===== src/rtl/hazard_control_unit.sv =====
// Pipeline hazard controller: RAW stalls, taken-branch flushes and multi-cycle
// execute stalls, with saturating stall/flush performance counters.
module hazard_control_unit (
    input  logic        clk,
    input  logic        reset,
    input  logic [2:0]  rs1_addr_D,
    input  logic [2:0]  rs2_addr_D,
    input  logic        rs1_used_D,
    input  logic        rs2_used_D,
    input  logic [2:0]  reg_write_addr_E,
    input  logic        reg_write_E,
    input  logic [2:0]  reg_write_addr_W,
    input  logic        reg_write_W,
    input  logic        branch_taken_E,
    input  logic        mc_start_E,
    input  logic [3:0]  mc_latency_E,
    input  logic        clear_counters,
    output logic        stall_F,
    output logic        stall_D,
    output logic        flush_F,
    output logic        flush_D,
    output logic        pc_write_en,
    output logic        kill_E,
    output logic [15:0] stall_cycles,
    output logic [15:0] flush_events
);

    typedef enum logic [1:0] {
        S_IDLE = 2'd0,
        S_BUSY = 2'd1,
        S_DONE = 2'd2
    } state_t;

    state_t      r_state;
    state_t      w_state_nxt;
    logic [3:0]  r_cnt;
    logic [3:0]  w_cnt_nxt;
    logic [15:0] r_stall_cycles;
    logic [15:0] r_flush_events;

    logic        w_raw1;
    logic        w_raw2;
    logic        w_raw;
    logic        w_mc_go;
    logic        w_flush_evt;

    // r0 is a real register here, so no zero-address exclusion.
    assign w_raw1 = rs1_used_D &&
                    ((reg_write_E && (rs1_addr_D == reg_write_addr_E)) ||
                     (reg_write_W && (rs1_addr_D == reg_write_addr_W)));
    assign w_raw2 = rs2_used_D &&
                    ((reg_write_E && (rs2_addr_D == reg_write_addr_E)) ||
                     (reg_write_W && (rs2_addr_D == reg_write_addr_W)));
    assign w_raw   = w_raw1 || w_raw2;
    assign w_mc_go = mc_start_E && (mc_latency_E >= 4'd2);

    always_ff @(posedge clk or posedge reset) begin
        if (reset) begin
            r_state <= S_IDLE;
            r_cnt   <= 4'd0;
        end else begin
            r_state <= w_state_nxt;
            r_cnt   <= w_cnt_nxt;
        end
    end

    always_comb begin
        w_state_nxt = r_state;
        w_cnt_nxt   = r_cnt;
        stall_F     = 1'b0;
        stall_D     = 1'b0;
        flush_F     = 1'b0;
        flush_D     = 1'b0;
        kill_E      = 1'b0;
        pc_write_en = 1'b1;
        w_flush_evt = 1'b0;
        if (reset) begin
            pc_write_en = 1'b0;
        end else begin
            case (r_state)
                S_IDLE: begin
                    if (branch_taken_E) begin
                        flush_F     = 1'b1;
                        flush_D     = 1'b1;
                        w_flush_evt = 1'b1;
                    end else if (w_mc_go) begin
                        stall_F     = 1'b1;
                        stall_D     = 1'b1;
                        kill_E      = 1'b1;
                        pc_write_en = 1'b0;
                        w_cnt_nxt   = mc_latency_E - 4'd2;
                        w_state_nxt = (mc_latency_E == 4'd2) ? S_DONE : S_BUSY;
                    end else if (w_raw) begin
                        stall_F     = 1'b1;
                        flush_D     = 1'b1;
                        pc_write_en = 1'b0;
                    end
                end
                S_BUSY: begin
                    // Branch and RAW are deliberately ignored while the op drains.
                    stall_F     = 1'b1;
                    stall_D     = 1'b1;
                    kill_E      = 1'b1;
                    pc_write_en = 1'b0;
                    if (r_cnt != 4'd0)
                        w_cnt_nxt = r_cnt - 4'd1;
                    if (r_cnt <= 4'd1)
                        w_state_nxt = S_DONE;
                end
                S_DONE: begin
                    // Result is captured into E/W this cycle; a new mc_start is not accepted.
                    w_state_nxt = S_IDLE;
                    if (branch_taken_E) begin
                        flush_F     = 1'b1;
                        flush_D     = 1'b1;
                        w_flush_evt = 1'b1;
                    end else if (w_raw) begin
                        stall_F     = 1'b1;
                        flush_D     = 1'b1;
                        pc_write_en = 1'b0;
                    end
                end
                default: begin
                    w_state_nxt = S_IDLE;
                    w_cnt_nxt   = 4'd0;
                end
            endcase
        end
    end

    always_ff @(posedge clk or posedge reset) begin
        if (reset) begin
            r_stall_cycles <= 16'd0;
            r_flush_events <= 16'd0;
        end else if (clear_counters) begin
            r_stall_cycles <= 16'd0;
            r_flush_events <= 16'd0;
        end else begin
            if (!pc_write_en && (r_stall_cycles != 16'hFFFF))
                r_stall_cycles <= r_stall_cycles + 16'd1;
            if (w_flush_evt && (r_flush_events != 16'hFFFF))
                r_flush_events <= r_flush_events + 16'd1;
        end
    end

    assign stall_cycles = r_stall_cycles;
    assign flush_events = r_flush_events;

endmodule


===== config.mk =====
export PLATFORM = sky130hd
export DESIGN_NAME = hazard_control_unit
export DESIGN_NICKNAME = d
export VERILOG_FILES = /design/src/rtl/hazard_control_unit.sv
export SDC_FILE = /design/constraint.sdc
export NUM_CORES = 1
export LEC_CHECK = 0
export CORE_MARGIN = 2
export CORE_UTILIZATION = 40
export CTS_CLUSTER_DIAMETER = 30
export DETAILED_ROUTE_END_ITERATION = 8
export GPL_ROUTABILITY_DRIVEN = 1
export PLACE_DENSITY = 0.68
export REMOVE_ABC_BUFFERS = 1
export SYNTH_ARGS = -nofsm -noshare
export SYNTH_HDL_FRONTEND = slang
export SYNTH_SLANG_ARGS = --single-unit

===== constraint.sdc =====
create_clock -name clk -period 4.2 [get_ports clk]
set_input_delay 0.63 -clock clk [delete_from_list [all_inputs] [get_ports clk]]
set_output_delay 0.63 -clock clk [all_outputs]
set_load 0.01 [all_outputs]

# Yosys cells after proc, flatten, opt, wreduce, memory -nomap -nowiden
# Cells that the tools add are included.
[op_classes] n_addsub=4 n_mul=0 div_mod_pow=0 magnitude_cmp=2 n_eq_ne=13 shifts=0 n_mux=37 bitwise_logic=2 n_reduce_logical=20
[op_table] operator="16-bit 2-to-1 mux" count=4
[op_table] operator="16-bit by 1-bit adder with 16-bit output, second input constant" count=2
[op_table] operator="16-bit inequality test, second input constant" count=2
[op_table] operator="1-bit 2-to-1 mux" count=20
[op_table] operator="3-bit equality test" count=4
[op_table] operator="4-bit 2-to-1 mux" count=3
[op_table] operator="4-bit case mux with 3 select lines" count=1
[op_table] operator="1-bit logical AND" count=9
[op_table] operator="2-bit 2-to-1 mux" count=4
[op_table] operator="2-bit inequality test, second input constant" count=4
[op_table] operator="1-bit case mux with 3 select lines" count=2
[op_table] operator="5-bit AND reduction" count=1
[op_table] operator="4-bit by 2-bit equality test with 1-bit output, second input constant" count=1
[op_table] operator="4-bit by 2-bit >= comparator with 1-bit output, second input constant" count=1
[op_table] operator="4-bit by 1-bit less-or-equal comparator with 1-bit output, second input constant" count=1
[op_table] operator="1-bit case mux with 2 select lines" count=2
[op_table] operator="2-bit case mux with 2 select lines" count=1
[op_table] operator="4-bit AND reduction" count=1
[op_table] operator="2-bit nonzero test" count=2
[op_table] operator="4-bit nonzero test" count=1
[op_table] operator="4-bit by 1-bit subtractor with 4-bit output, second input constant" count=1
[op_table] operator="4-bit by 2-bit subtractor with 4-bit output, second input constant" count=1
[op_table] operator="1-bit logical OR" count=3
[op_table] operator="2-bit by 1-bit equality test with 1-bit output, second input constant" count=1
[op_table] operator="5 further kinds" count=6
[totals] reg_bits=38 latch_bits=0 ram_bits=0 romBits=0 output_inout_bits=38 wordCells=82 mem_count=0

# Depth between registers and ports, before layout
# Gate-level depths: netlist of run 1.
[depth] ltp_word=14 mapped_depth=9 mapped_depth_nobuf=8

# Least setup slack after synthesis of run 1
# OpenSTA, ideal clock, no wires.
[synth_path] path_kind="input-to-reg" start="input port reset" end="register r_cnt[3]" setup_time_ns=0.083 t_arrival_ns=2.416 required_ns=4.117 slack_ns=1.702 stages=6 path_buffers=1 cell_sequence="buf_6 > inv_1 > nand2_1 > nor3_1 > o22ai_1 > o21ai_0"
[synth_between] elab_chain_len=2
[synth_lines] element="start: declaration" line_no="5" source="input logic reset,"
[synth_lines] element="1-bit inverter (no line)"
[synth_lines] element="5-bit AND reduction (no line)"
[synth_lines] element="end signal: assignment" line_no="63" source="r_cnt <= w_cnt_nxt;"
[synth_lines] element="end: declaration" line_no="36" source="logic [3:0] r_cnt;"
# No other way between the ends.
# A chain may end at the register's enable or synchronous reset.

# Worst setup path in the final report of run 1
[layout_path] start="input port mc_latency_E[2]" end="output port pc_write_en"
[layout_between] elab_chain_len=6
[layout_lines] element="start: declaration" line_no="16" source="input logic [3:0] mc_latency_E,"
[layout_lines] element="4-bit by 2-bit >= comparator with 1-bit output" line_no="55" source="assign w_mc_go = mc_start_E && (mc_latency_E >= 4'd2);"
[layout_lines] element="1-bit logical AND" line_no="55"
[layout_lines] element="1-bit 2-to-1 mux" line_no="86" source="end else if (w_mc_go) begin"
[layout_lines] element="1-bit 2-to-1 mux" line_no="82" source="if (branch_taken_E) begin"
[layout_lines] element="1-bit case mux with 3 select lines" line_no="80" source="case (r_state)"
[layout_lines] element="1-bit 2-to-1 mux" line_no="77" source="if (reset) begin"
[layout_lines] element="end: declaration" line_no="22" source="output logic pc_write_en,"
# No other way between the ends.

==> run_results.csv, run 1 <==
group,metric,value,unit
clocking,numCtsBuffers,5,
final_layout,drive_gt1_share,7.17,%
die,core-area,5570,um2
clocking,cts_tree,"built",
worst_setup_path,end_kind,"output port",
yosys,synth_adder_area_share,3.20,%
power_and_ir_drop,power_frac_seq,42.9,%
sta,maxSlewViolCount,0,
placed_design,io_buffers,62,
worst_setup_path,worstReg2RegStart,"r_state[0]",
global_route,antenna_found_initial,0,
yosys,synth_seq_cells,38,
yosys,synth-seq-area-share,40.6,%
die,pin_count,63,
die,initial_core_util,42.0,%
final_layout,fin_util,55.7,%
yosys,synth_compound_area_share,11.6,%
sta,rsz0062_at_grt,"false",
yosys,synth_edf_count,0,
die,die_w,80.5,um
power_and_ir_drop,switching_share,35.0,%
sta,finClkSkew,0.00437,ns
min_path,min_to,"r_cnt[1]",
power_and_ir_drop,p_int,710,uW
yosys,synthArstFlopShare,100,%
clocking,clk_pin_slew,0.07,ns
clocking,clock_latency,0.29,ns
worst_setup_path,worstPathCellList,"clkdlybuf4s50_1 -> o31ai_4 -> nor2_2 -> or3_1 -> a221o_2 -> o31a_2 -> inv_1 -> clkdlybuf4s50_1",
drt,wl_met3,251,um
drt,wire_per_inst,13.3,um
placed_design,dpl-instance-area,3020,um2
power_and_ir_drop,power_frac_clock,22.4,%
final_layout,design_area,3100,um2
worst_setup_path,reg2reg_slack,1.82,ns
drt,drt_iter0_drc,102,
die,dieArea,6490,um2
power_and_ir_drop,p_total,1090,uW
worst_setup_path,timing.rr.end,"flush_events[9]",
clocking,post_cts_buffers,0,
min_path,min-delay-start,"r_cnt[1]",
sta,hold_viol,0,
yosys,synth_area_per_cell,9.08,um2
yosys,synth_top_family_by_area,"simple AND/OR/NAND/NOR gates",
final_layout,multi_input_area,1310,um2
clocking,cts_root_buffer,"clkbuf_8",
yosys,yosys_warnings,0,
min_path,hold_path_class,"reg2reg",
worst_setup_path,critical_path_arrival,2.93,ns
min_path,holdPathStages,2,
power_and_ir_drop,p_per_area,352,nW/um2
final_layout,seq_area,951,um2
worst_setup_path,critical_path.max_fanout,9,
final_layout,fillers,524,
drt,drt-total-wl,5.22,mm
worst_setup_path,crit_path_top_delay_cell,"clkdlybuf4s50_1",
drt,top_layer_used,"met4",
drt,antenna_left,0,
drt,wl_met1,2.45,mm
clocking,postCtsHoldBufs,0,
worst_setup_path,cp_common_cell,"clkdlybuf4s50_1",
final_layout,final_cell_mix,"clkdlybuf4s50_1 (62), dfrtp_1 (38), nor2_1 (31)",
die,die_h,80.5,um
yosys,synth_area,2340,um2
yosys,yosysUniqueCellTypes,44,
worst_setup_path,crit_type,"in2out",
global_route,gr-total-overflow,0,
yosys,yosys.area_share.simple,26.7,%
yosys,muxShareOfSynthArea,2.19,%
final_layout,area_growth,32.4,%
sta,fin_tns_setup,0,ns
worst_setup_path,startpoint_type,"primary input",
global_route,grt_max_degree,40,
final_layout,diodes,0,
clocking,cts.sinks,38,
global_route,grt.total_usage,17.3,%
yosys,synth_ff_type,"dfrtp_1",
sta,slew_headroom,67.3,%
drt,drc,0,
final_layout,nNetsFinal,352,
final_layout,mostFrequentLayoutCell,"clkdlybuf4s50_1",
sta,post-route-min-period,3.56,ns
yosys,syn_inst,258,
sta,worstMarginPinSlew,0.490,ns
power_and_ir_drop,pwr-share-comb,34.7,%
job,drv_cap,0,
sta,setup_violations,0,
die,rows,27,
drt,num_vias,2071,
worst_setup_path,cp_slowest_stage_delay,0.52,ns
power_and_ir_drop,peakVddDrop,0.000164,V
status,status,"completed",
worst_setup_path,reg2reg_depth,7,
yosys,synth-xor-area-share,12.0,%
power_and_ir_drop,leakagePower,0.00126,uW
clocking,clk_path_buf_depth,2,
global_route,grt_pass1_wl,8.72,mm
sta,max_freq,281,MHz
sta,fin_crit_sh,84.8,%
clocking,cts_resized,0,
drt,dr_wl_met2,2.48,mm
drt,via_per_inst,5.27,
power_and_ir_drop,p_sw,383,uW
clocking,h-tree-depth,2,
worst_setup_path,crit_required,3.57,ns
placed_design,hpwl,3.88,mm
global_route,grt_pass1_vias,1950,
drt,drt_first_pass_iters,4,
placed_design,gp_congestion,0.792,
worst max-delay path, delay by kind of cell:
family                 cells  cell delay (ns)
buffers and inverters      3             1.05
AND/OR/NAND/NOR            2             0.39
AO/OA/AOI/OAI              3             0.86
cell families (layout without fill, tap and decap cells):
group | after synthesis | in the layout
adder cells (fa/ha/maj) | 6 | 6
AND/OR/NAND/NOR | 119 | 119
flip-flops | 38 | 38
multiplexers | 5 | 5
AO/OA/AOI/OAI | 39 | 39
XOR/XNOR | 32 | 32
buffers and inverters | 19 | 82
area by class of cell:
cell class / count / area share (%)
inverters: 11 / 1.33
well taps: 72 / 2.90
repair buffers: 64 / 20.5
clock inverters: 2 / 0.323
clock buffers: 5 / 2.22
flip-flops and latches: 38 / 30.6
multi-input cells: 201 / 42.1
per-layer routing:
| metal | vias up | track usage (%) |
|---|---|---|
| met4 | 0 | 4.07 |
| met1 | 988 | 22.3 |
| met2 | 42 | 28.2 |
| met3 | 5 | 5.51 |
| li1 | 1036 | - |
| met5 | - | 0 |
power groups by stage:
| stage | Sequential [uW] | Clock, uW | Combinational (uW) |
|---|---|---|---|
| final | 469 | 245 | 379 |
| after detailed placement | 477 | 0 | 382 |
| after global routing | 479 | 269 | 422 |
| after CTS | 469 | 252 | 385 |
| after floorplan | 466 | 0 | 240 |
| after global placement | 476 | 0 | 377 |
worst max-delay path by stage:
| stage | start | to | slack, ns | cells past startpoint |
|---|---|---|---|---|
| after floorplan | mc_latency_E[2] | pc_write_en | 1.72 | 6 |
| after global placement | mc_latency_E[2] | pc_write_en | 0.66 | 8 |
| after detailed placement | mc_latency_E[2] | pc_write_en | 0.62 | 8 |
| after CTS | mc_latency_E[2] | pc_write_en | 0.62 | 8 |
| after global routing | mc_latency_E[2] | pc_write_en | 0.54 | 8 |
| final | mc_latency_E[2] | pc_write_en | 0.64 | 8 |
synth_stat cells, types with 2 or more instances:
master	number	area share, %
dfrtp_1	38	41
nor2_1	31	5.0
nand2_1	22	3.5
xnor2_1	20	7.5
a21oi_1	13	2.8
xor2_1	12	4.5
inv_1	11	1.8
nand3_1	11	2.3
o21ai_0	11	2.3
nand4_1	10	2.7
nor3_1	10	2.1
or3_1	8	2.1
and3_1	7	1.9
and4_1	6	2.2
ha_1	6	3.2
clkbuf_1	5	0.80
mux2i_1	4	1.7
o31ai_1	4	1.3
or4_1	3	0.96
buf_4	2	0.64
sequential cells by signal, indices dropped and copies added (netlist names):
signal	flops
r_state	2
r_cnt	4
flush_events	16
stall_cycles	16
through the flow:
stage / setup WS, ns / hold WS (ns) / instances
after CTS: 0.621 / 0.522 / 393
after global placement: 0.656 / 0.498 / 386
final: 0.639 / 0.513 / 393
after detailed placement: 0.620 / 0.500 / 386
after floorplan: 1.72 / 0.464 / 250
after global routing: 0.537 / 0.551 / 393
(Power assumes the default switching activity.)
==> run 2: changes to the inputs <==
clock period = 3.3 ns   (was 4.2 ns; I/O delays follow)
==> run_results.csv, run 2 (synthesis results as in run 1) <==
group,metric,value,unit
drt,drt_iter0_drc,93,
worst_setup_path,crit_type,"in2out",
min_path,hold_path_class,"reg2reg",
global_route,grt_pass1_vias,1946,
clocking,clk_pin_slew,0.08,ns
clocking,numCtsBuffers,5,
clocking,clk_path_buf_depth,2,
worst_setup_path,critical_path.max_fanout,4,
drt,drt_first_pass_iters,4,
final_layout,final_cells,397,
power_and_ir_drop,leakagePower,0.00132,uW
sta,worstMarginPinSlew,0.506,ns
sta,fin_tns_setup,0,ns
drt,num_vias,2118,
sta,rsz0062_at_grt,"false",
final_layout,mostFrequentLayoutCell,"clkdlybuf4s50_1",
sta,slew_headroom,66.2,%
drt,drc,0,
sta,hold_viol,0,
sta,fin_crit_sh,95.1,%
clocking,postCtsHoldBufs,0,
sta,maxSlewViolCount,0,
global_route,grt.total_usage,17.3,%
placed_design,gp_congestion,0.797,
die,die_h,80.5,um
die,dieArea,6490,um2
worst_setup_path,crit_path_top_delay_cell,"clkdlybuf4s50_1",
worst_setup_path,startpoint_type,"primary input",
sta,post-route-min-period,3.14,ns
clocking,h-tree-depth,2,
worst_setup_path,cp_slowest_stage_delay,0.52,ns
global_route,grt_max_degree,39,
global_route,grt_pass1_wl,8.94,mm
final_layout,area_growth,36.2,%
sta,finClkSkew,0.00498,ns
sta,timing.hold.ws,0.525,ns
power_and_ir_drop,p_total,1580,uW
placed_design,place_inst,389,
final_layout,nNetsFinal,355,
worst_setup_path,cp_common_cell,"clkdlybuf4s50_1",
power_and_ir_drop,peakVddDrop,0.000250,V
global_route,gr-total-overflow,0,
placed_design,place_ws,0.111,ns
power_and_ir_drop,p_per_area,496,nW/um2
status,status,"completed",
drt,via_per_inst,5.34,
clocking,cts_tree,"built",
worst_setup_path,end_kind,"output port",
final_layout,final_cell_mix,"clkdlybuf4s50_1 (61), dfrtp_1 (38), nor2_1 (31)",
job,drv_cap,0,
drt,drt-total-wl,5.22,mm
drt,wire_per_inst,13.1,um
drt,antenna_left,0,
clocking,cts.sinks,38,
sta,setup_violations,0,
placed_design,io_buffers,62,
worst_setup_path,worstPathCellList,"clkdlybuf4s50_1 -> o31ai_4 -> nor2_2 -> or3_1 -> a221o_2 -> o31a_2 -> inv_1 -> clkdlybuf4s50_1",
clocking,clock_latency,0.29,ns
die,rows,27,
die,core-area,5570,um2
worst_setup_path,crit_required,2.80,ns
worst_setup_path,critical_path_arrival,2.64,ns
final_layout,fillers,522,
die,pin_count,63,
die,initial_core_util,42.0,%
die,die_w,80.5,um
sta,max_freq,319,MHz
placed_design,hpwl,3.79,mm
global_route,antenna_found_initial,0,
final_layout,diodes,0,
sta,fin_ws,0.162,ns
final_layout,drive_gt1_share,8.31,%
clocking,cts_root_buffer,"clkbuf_8",
-- run 2: changes by cell type in the layout (fill, tap and decap cells not counted), sizes merged --
cell,previous run,this run
clkinv,2,0
dlymetal6s2s,0,1
clkdlybuf4s50,62,61
buf,2,5
bufinv,0,2
clkbuf,5,6
-- run 2: what timing repair did --
action,in CTS,in global routing
setup endpoints to repair,0,1
buffers inserted,0,0
gates resized for setup,0,1
-- run 2: power by group --
part | leakage [uW] | switching, uW | total, uW | internal (uW)
Combinational | 0.000727 | 245 | 501 | 256
Sequential | 0.000517 | 75.1 | 589 | 514
Clock | 0.0000714 | 170 | 493 | 323
Total | 0.00132 | 490 | 1580 | 1090
-- run 2: stage by stage --
| step | cell area, um2 | util (%) |
|---|---|---|
| 2_1_floorplan | 2300 | - |
| 3_3_place_gp | 3050 | 54.7 |
| 3_5_place_dp | 3050 | 54.7 |
| 4_1_cts | 3190 | 57.2 |
| 5_1_grt | 3190 | 57.3 |
| 6_report | 3190 | 57.3 |
-- run 2: final cells by class --
| class | count | area, um2 | area share (%) |
|---|---|---|---|
| inverter | 11 | 41.3 | 1.29 |
| timing repair buffer | 67 | 661 | 20.7 |
| multi-input combinational | 201 | 1310 | 40.9 |
| tap | 72 | 90.1 | 2.82 |
| clock buffer | 6 | 82.6 | 2.59 |
| sequential | 38 | 951 | 29.8 |
| clock inverter | 2 | 60.1 | 1.88 |
-- run 2: routing by layer --
metal / global-route usage (%) / vias up / routed length [um]
li1: - / 1046 / -
met1: 22.9 / 1019 / 2460
met2: 28.2 / 47 / 2460
met3: 3.93 / 6 / 246
met4: 5.08 / 0 / 59
met5: 0 / - / 0
-- run 2: worst max-delay path, delay by kind of cell --
| family | cells | cell delay, ns |
|---|---|---|
| compound gates | 3 | 0.74 |
| buf+inv | 3 | 1.03 |
| simple gates | 2 | 0.38 |
-- run 2: worst paths after layout --
check                                startpoint                to  slack, ns  cells after the start
worst max-delay path            mc_latency_E[1]       pc_write_en       0.16                      8
worst min register to register         r_cnt[1]          r_cnt[1]       0.52                      2
worst max register to register       r_state[0]   flush_events[9]       0.91                      7
min in group asynchronous                 reset          r_cnt[2]       0.85                      4
max in group asynchronous                 reset  flush_events[10]       2.13                      4
worst min-delay path                   r_cnt[1]          r_cnt[1]       0.52                      2
